--- config.mk ---
export PLATFORM = sky130hd
export DESIGN_NAME = aes_sha_sequencer
export DESIGN_NICKNAME = d
export VERILOG_FILES = /design/src/rtl/aes_sha_sequencer.sv
export SDC_FILE = /design/constraint.sdc
export NUM_CORES = 1
export LEC_CHECK = 0
export BUFFER_PORTS_ARGS = -buffer_cell sky130_fd_sc_hd__buf_2
export CORE_AREA = 2 2 374 376
export DETAILED_ROUTE_END_ITERATION = 16
export DIE_AREA = 0 0 376 378
export GPL_ROUTABILITY_DRIVEN = 0
export HOLD_SLACK_MARGIN = 0.05
export PLACE_DENSITY = 0.3
export SKIP_LAST_GASP = 1
export SLEW_MARGIN = 20
export SYNTH_ARGS = -nofsm -noshare
export SYNTH_HDL_FRONTEND = slang
export SYNTH_SLANG_ARGS = --single-unit
--- constraint.sdc ---
create_clock -name clk -period 2.5 [get_ports clk]
set_input_delay 0.5 -clock clk [delete_from_list [all_inputs] [get_ports clk]]
set_output_delay 0.5 -clock clk [all_outputs]
set_load 0.05 [all_outputs]
--- src/rtl/aes_sha_sequencer.sv ---
// aes_sha_sequencer
// Runs one AES encryption followed by one SHA-1 hash of the AES output.
// Handshakes with the two cores through ready/valid levels and one-cycle
// start pulses. Every wait state is bounded by TIMEOUT cycles. If a wait
// runs out, the job ends with error=1.
//
// Ports
//   clk, reset         : clock, synchronous active-high reset
//   start              : job request, only honoured in IDLE
//   busy/done/error    : status (done is a 1-cycle pulse, error is valid with done)
//   digest             : last SHA-1 digest (zero after an abort)
//   aes_ready/aes_result/aes_result_valid/aes_next : AES core handshake
//   sha_ready/sha_digest/sha_digest_valid/sha_init : SHA-1 core handshake
//   sha_block          : padded 512-bit block presented to the SHA-1 core
module aes_sha_sequencer #(
  parameter int unsigned TIMEOUT = 1000
) (
  input  logic         clk,
  input  logic         reset,
  input  logic         start,
  output logic         busy,
  output logic         done,
  output logic         error,
  output logic [159:0] digest,
  input  logic         aes_ready,
  input  logic [127:0] aes_result,
  input  logic         aes_result_valid,
  output logic         aes_next,
  input  logic         sha_ready,
  input  logic [159:0] sha_digest,
  input  logic         sha_digest_valid,
  output logic         sha_init,
  output logic [511:0] sha_block
);

  localparam logic [15:0] WAIT_LIMIT = 16'(TIMEOUT - 1);

  typedef enum logic [3:0] {
    IDLE, WAIT_AES_RDY, AES_START, AES_ACK, AES_RUN,
    WAIT_SHA_RDY, SHA_START, SHA_ACK, SHA_RUN, DONE
  } state_t;

  state_t         state_reg;
  state_t         state_next;
  state_t         exit_state;
  logic [15:0]    wait_cnt_reg;
  logic           in_wait;
  logic           exit_cond;
  logic           timeout;

  logic           busy_reg;
  logic           done_reg;
  logic           error_reg;
  logic           aes_next_reg;
  logic           sha_init_reg;
  logic [159:0]   digest_reg;
  logic [511:0]   sha_block_reg;

  assign busy      = busy_reg;
  assign done      = done_reg;
  assign error     = error_reg;
  assign aes_next  = aes_next_reg;
  assign sha_init  = sha_init_reg;
  assign digest    = digest_reg;
  assign sha_block = sha_block_reg;

  // Each wait state names its exit condition and successor. The generic
  // logic below then chooses between exit, timeout and staying put.
  always_comb begin
    state_next = state_reg;
    exit_state = state_reg;
    in_wait    = 1'b0;
    exit_cond  = 1'b0;
    case (state_reg)
      IDLE:         if (start) state_next = WAIT_AES_RDY;
      WAIT_AES_RDY: begin in_wait = 1'b1; exit_cond = aes_ready;  exit_state = AES_START; end
      AES_START:    state_next = AES_ACK;
      AES_ACK:      begin in_wait = 1'b1; exit_cond = !aes_ready; exit_state = AES_RUN; end
      AES_RUN:      begin in_wait = 1'b1; exit_cond = aes_ready && aes_result_valid; exit_state = WAIT_SHA_RDY; end
      WAIT_SHA_RDY: begin in_wait = 1'b1; exit_cond = sha_ready;  exit_state = SHA_START; end
      SHA_START:    state_next = SHA_ACK;
      SHA_ACK:      begin in_wait = 1'b1; exit_cond = !sha_ready; exit_state = SHA_RUN; end
      SHA_RUN:      begin in_wait = 1'b1; exit_cond = sha_ready && sha_digest_valid; exit_state = DONE; end
      DONE:         state_next = IDLE;
      default:      state_next = IDLE;
    endcase
    // A core answering in the very cycle the limit is hit still counts as success.
    timeout = in_wait && !exit_cond && (wait_cnt_reg == WAIT_LIMIT);
    if (in_wait) begin
      if (exit_cond)    state_next = exit_state;
      else if (timeout) state_next = DONE;
    end
  end

  always_ff @(posedge clk) begin
    if (reset) begin
      state_reg     <= IDLE;
      wait_cnt_reg  <= '0;
      busy_reg      <= 1'b0;
      done_reg      <= 1'b0;
      error_reg     <= 1'b0;
      aes_next_reg  <= 1'b0;
      sha_init_reg  <= 1'b0;
      digest_reg    <= '0;
      sha_block_reg <= '0;
    end else begin
      state_reg <= state_next;

      if (state_next != state_reg)
        wait_cnt_reg <= '0;
      else if (in_wait && wait_cnt_reg != 16'hFFFF)
        wait_cnt_reg <= wait_cnt_reg + 16'd1;

      // Outputs are decoded from the next state so that they line up with the state register.
      busy_reg     <= (state_next != IDLE);
      done_reg     <= (state_next == DONE);
      aes_next_reg <= (state_next == AES_START);
      sha_init_reg <= (state_next == SHA_START);

      if (state_reg == IDLE && state_next != IDLE)
        error_reg <= 1'b0;
      else if (timeout)
        error_reg <= 1'b1;

      // SHA-1 padding of a single 128-bit message: 1 bit, zeros, 64-bit length (128).
      if (state_reg == AES_RUN && exit_cond)
        sha_block_reg <= {aes_result, 8'h80, 312'd0, 64'h80};

      if (state_reg == SHA_RUN && exit_cond)
        digest_reg <= sha_digest;
      else if (timeout)
        digest_reg <= '0;
    end
  end

endmodule

==> results of run 1 <==
==> logic make-up after synthesis <==
group,Yosys count
multiplexers,3
XOR/XNOR,15
buffers and inverters,511
AO/OA/AOI/OAI,314
other,1
adder cells (fa/ha/maj),1
flip-flops,314
AND/OR/NAND/NOR,499
==> stage by stage <==
stage	setup slack [ps]	power, uW	hold WS, ps	area [sq um]
floorplan	421	7100	485	16200
global placement	299	7060	441	18500
detailed placement	277	7050	443	18500
CTS	269	14800	50.3	22300
global route	69.0	15100	71.0	22300
finish	288	14300	117	22300
==> critical path, cell delays in order (launching register included) <==
cell      delay [ps]
dfxtp_1          480
nor4b_4          290
nor3_2           100
or4_1            620
a211oi_1         330
nor4_1           100
buf_4            140
==> power groups by stage <==
stage / clock, uW / combinational (uW) / sequential (uW)
final: 7110 / 2180 / 5050
after global routing: 7700 / 2310 / 5050
after CTS: 7570 / 2200 / 5050
after detailed placement: 0 / 1890 / 5160
after global placement: 0 / 1900 / 5160
after floorplan: 0 / 1910 / 5190
==> final cells by class <==
class	count	area (sq um)	share of cell area, %
well taps	1807	2260	10.1
diodes	14	35.0	0.157
multi-input cells	1214	6530	29.2
clock inverters	15	225	1.01
flip-flops and latches	314	6290	28.2
repair buffers	844	5570	25.0
inverters	6	22.5	0.101
clock buffers	71	1400	6.25
==> final timing paths <==
| path | from | slack, ps | cells after the start | to |
|---|---|---|---|---|
| min reg2reg | sha_block[420] | 450 | 2 | sha_block[420] |
| min | aes_result[124] | 120 | 3 | sha_block[508] |
| max reg2reg | state_reg[3] | 290 | 6 | sha_init |
| max | state_reg[3] | 290 | 6 | sha_init |
==> per-layer routing <==
layer | vias to the layer above | track usage, % | wire length [microns]
met4 | 28 | 2.71 | 1700
met1 | 6583 | 12.7 | 32000
met3 | 128 | 4.11 | 7330
met5 | - | 0 | 167
li1 | 6450 | - | -
met2 | 654 | 14.4 | 32100
==> placed cells by master, fill, tap and decap left out, types with 24 or more instances in the layout <==
master and count:
a21oi_1 133, a32o_1 160, buf_2 588, buf_4 28, clkbuf_16 47, conb_1 382, dfxtp_1 314, dlygate4sd3_1 214
nand2_1 265, nor2_1 24, nor2b_1 161
==> what timing repair did <==
action | 4_1_cts | 5_1_grt
endpoints found under the hold margin | 214 | 0
hold buffers | 214 | 0
gates resized for setup | 0 | 0
==> out/qor.yml, run 1 <==
worst_setup_path:
  crit_path_max_fanout: 8
  cp.required_ps: 3000
  startpoint_type: "register"
  endpoint_kind: "register"
  crit_arrival_ps: 2710
  critPathKind: "register to register"
placement:
  place_hpwl_mm: 53.9
  numPortBuffers: 589
  dpl.cell_count: 3971
grt:
  grt_pass1_vias: 13200
  antenna_found_initial: 53
  overflow: 0
  grt_pass1_wl_mm: 100
  grt_max_degree: 129
  gr-usage-all-layers_pct: 9.72
clocking:
  cts_tree: "yes"
  clkTransAtPathRegs_ps: 60
  root_buffer: "clkbuf_16"
  postCtsSetupBuffers: 0
  cts_buffers: 47
  htree_levels: 2
  clockBufferDepth: 3
  clkSinkCount: 314
  clock_latency_ps: 640
floorplanning:
  dieArea_sq_um: 142000
  die_w_microns: 376
  die_height_microns: 378
  start_util_pct: 10.6
  pin_count: 972
  coreArea_sq_um: 139000
  rows: 137
timing:
  slew_violations: 0
  hold_viol: 0
  clock.fmax_mhz: 452
  worst_pin_slew_ps: 774
  slew_headroom_pct: 48.4
  clock_skew_ps: 48.5
  rsz0062_at_grt: "no"
  final.setup.tns_ps: 0
  min_period_ps: 2210
  finalSetupViolations: 0
  period_share_pct: 88.5
synth:
  synthesis.area_sq_um: 14700
  synthMuxAreaShare_pct: 0.212
  synth_cells: 1658
  ys_top_cells_by_area: "dfxtp_1 (43%), buf_4 (20%), a32o_1 (11%), nor2b_1 (6.8%), nand2_1 (6.7%)"
  yosysTopAreaCellShare_pct: 42.6
  synth_top_area_cell: "dfxtp_1"
  yosys.area_share.adder_pct: 0.0849
  synth_compound_area_share_pct: 16.5
  yosys_most_used_dff: "dfxtp_1"
  synth_top_family_by_area: "buffers and inverters"
  synth-simple-area-share_pct: 16.5
  synth-edff-count: 0
  post-synth-top-count-cell: "buf_4"
  synth_common_cells: "buf_4 (384), dfxtp_1 (314), nand2_1 (265), nor2b_1 (161), a32o_1 (160)"
  avgSynthCellArea_sq_um: 8.89
  synth-xor-area-share_pct: 0.891
  synth-seq-cells: 314
  yosysWarnings: 0
  synthArstFlopShare_pct: 0
  yosysSeqAreaShare_pct: 42.6
  synth.distinct_cells: 47
route:
  antenna_left: 0
  wl_per_cell_microns: 17.1
  drt_iter0_drc: 712
  drc: 0
  drt-total-wl_mm: 73.2
  drt_pass1_iterations: 5
  vias: 13800
  vias_per_cell: 3.23
power:
  switching_share_pct: 31.8
  intPower_uw: 9780
  combPwrFrac_pct: 15.2
  powerDensity_nw_per_um2: 643
  ir_worst_vdd_v: 0.000448
  clockPowerShare_pct: 49.6
  leakage_uw: 0.00968
  power_frac_seq_pct: 35.2
  power.switching_uw: 4560
cells_and_area:
  syn_to_final_growth_pct: 51.4
  fillerInstances: 15800
  drive_gt1_share_pct: 29.2
  nets: 2723
  final_core_util_pct: 16.1
  post_layout_nonfiller_instances: 4285
  largest_reg_flops: 160
status:
  status: "finished clean"
hold_path:
  holdCritPathClass: "input port to register"
run:
  maxCapViolations: 0
Power figures use the tool's default switching activity.
==> run 2, diff against run 1 <==
--- a/config.mk
+++ b/config.mk
@@ -6,9 +6,9 @@
 export NUM_CORES = 1
 export LEC_CHECK = 0
 export BUFFER_PORTS_ARGS = -buffer_cell sky130_fd_sc_hd__buf_2
-export CORE_AREA = 2 2 374 376
+export CORE_AREA = 2 2 376 378
 export DETAILED_ROUTE_END_ITERATION = 16
-export DIE_AREA = 0 0 376 378
+export DIE_AREA = 0 0 378 380
 export GPL_ROUTABILITY_DRIVEN = 0
 export HOLD_SLACK_MARGIN = 0.05
 export PLACE_DENSITY = 0.3
==> constraint.sdc (replaced) <==
create_clock -name clk -period 1.9 [get_ports clk]
set_input_delay 0.38 -clock clk [delete_from_list [all_inputs] [get_ports clk]]
set_output_delay 0.38 -clock clk [all_outputs]
set_load 0.05 [all_outputs]
==> run 2 against run 1 <==
Compared with the run above: the flow now finishes with violations (setup timing); setup slack got worse by 450 ps; final cell count increased by 5.2%; register-to-register slack worse by 450 ps; first-iteration DRC count down 14%; power rose by 31%; maximum frequency is 7.5% higher; clock power is 28% higher; largest power group unchanged.
==> out/qor.yml, run 2 (same netlist as run 1, synthesis figures left out) <==
status:
  status: "complete, but fails checks"
  violations: "setup timing"
route:
  wl_per_cell_microns: 16.2
  drc: 0
  drt-total-wl_mm: 72.9
  vias_per_cell: 3.12
  vias: 14100
  drt_iter0_drc: 611
  drt_pass1_iterations: 5
  antenna_left: 0
grt:
  grt_max_degree: 73
  grt_pass1_wl_mm: 101
  grt_pass1_vias: 14100
  antenna_found_initial: 16
  gr-usage-all-layers_pct: 9.64
  overflow: 0
power:
  power_frac_seq_pct: 35.3
  leakage_uw: 0.0107
  combPwrFrac_pct: 16.6
  clockPowerShare_pct: 48.1
  ir_worst_vdd_v: 0.000560
  intPower_uw: 13000
  switching_share_pct: 31.1
  power.switching_uw: 5860
  powerDensity_nw_per_um2: 772
worst_setup_path:
  endpoint_kind: "register"
  ff2ff_setup_slack_ps: -160
  crit_arrival_ps: 2540
  crit_path_max_fanout: 25
  startpoint_type: "register"
  cp.required_ps: 2380
  critPathKind: "register to register"
timing:
  slew_violations: 0
  rsz0062_at_grt: "yes"
  clock_skew_ps: 25.9
  hold_viol: 0
  slew_headroom_pct: 67.9
  clock.fmax_mhz: 486
  period_share_pct: 108
  min_period_ps: 2060
  setup_slack_ps: -158
  finalSetupViolations: 180
  whs_ps: 105
  worst_pin_slew_ps: 470
  final.setup.tns_ps: -16890
floorplanning:
  start_util_pct: 10.6
  die_w_microns: 378
  dieArea_sq_um: 144000
  rows: 137
  coreArea_sq_um: 139000
  die_height_microns: 380
  pin_count: 972
clocking:
  cts_tree: "yes"
  root_buffer: "clkbuf_16"
  htree_levels: 2
  clkTransAtPathRegs_ps: 50
  cts_buffers: 46
  clkSinkCount: 314
  clockBufferDepth: 3
  clock_latency_ps: 610
hold_path:
  holdCritPathClass: "input port to register"
cells_and_area:
  nets: 2893
  syn_to_final_growth_pct: 65.6
  largest_reg_flops: 160
  drive_gt1_share_pct: 31.6
  final_cell_mix: "buf_2 (588), conb_1 (382), dfxtp_1 (309)"
  final_core_util_pct: 17.5
  final_common_cell: "buf_2"
placement:
  place_hpwl_mm: 52.3
  numPortBuffers: 589
run:
  maxCapViolations: 0
[run 2: cell types whose count changed in the layout (fill, tap and decap cells not counted), moves of 5 or more]
cell	previous run	this run
buf_12	13	21
buf_16	0	14
buf_4	28	90
buf_6	0	10
clkbuf_8	13	7
dfxtp_1	314	309
diode_2	14	2
dlygate4sd3_1	214	283
[run 2: final timing paths]
path,startpoint,end,depth (start not counted)
max reg2reg,state_reg[3],digest[136],9
max,state_reg[3],digest[136],9
min,sha_digest[47],digest[47],2
min reg2reg,sha_block[408],sha_block[408],2
[run 2: cell type report]
cell class,count,area (sq um)
diodes,2,5.00
clock buffers,63,1280
clock inverters,16,264
fillers,15800,115000
inverters,6,22.5
multi-input cells,1215,6650
flip-flops and latches,314,6300
well taps,1876,2350
repair buffers,1014,7540
[run 2: timing repair]
| item | in CTS | in global routing |
|---|---|---|
| resized for setup | 51 | 7 |
| buffers inserted | 15 | 5 |
| pin swaps | 20 | 4 |
| hold buffers | 283 | 0 |
| endpoints found under the setup margin | 312 | 273 |
| cloned | 14 | 0 |
| endpoints found under the hold margin | 283 | 0 |
[run 2: power by group through the flow]
stage	registers (uW)	clock network [uW]	logic (uW)
finish	6650	9070	3130
global route	6650	9790	3310
CTS	6640	9590	3150
detailed placement	6790	0	2550
global placement	6790	0	2570
floorplan	6830	0	2530
[run 2: stage by stage]
step / instances / instance area, sq um / setup slack [ps] / total power [uW]
after global placement: 4109 / 19200 / -326 / 9360
after global routing: 4505 / 24400 / -281 / 19700
after detailed placement: 4109 / 19200 / -366 / 9340
after floorplan: 2039 / 16300 / -58.6 / 9360
final: 4506 / 24400 / -158 / 18900
after CTS: 4499 / 24300 / -200 / 19400
[run 2: critical path: stages (launching register included)]
cell and delay, ps:
dfxtp_4 370, buf_6 120, nor3b_4 220, nor3_4 70, nor4_2 240, buf_4 180
nand2_8 90, buf_12 170, buf_16 180, a32o_1 260
[run 2: layer usage]
layer	global-route usage (%)	part of all wire [%]	vias to the layer above
met5	0	0.023	-
met4	2.74	2.5	4
met3	3.86	9.7	103
met2	16.0	47	625
met1	11.4	41	6551
li1	-	-	6780
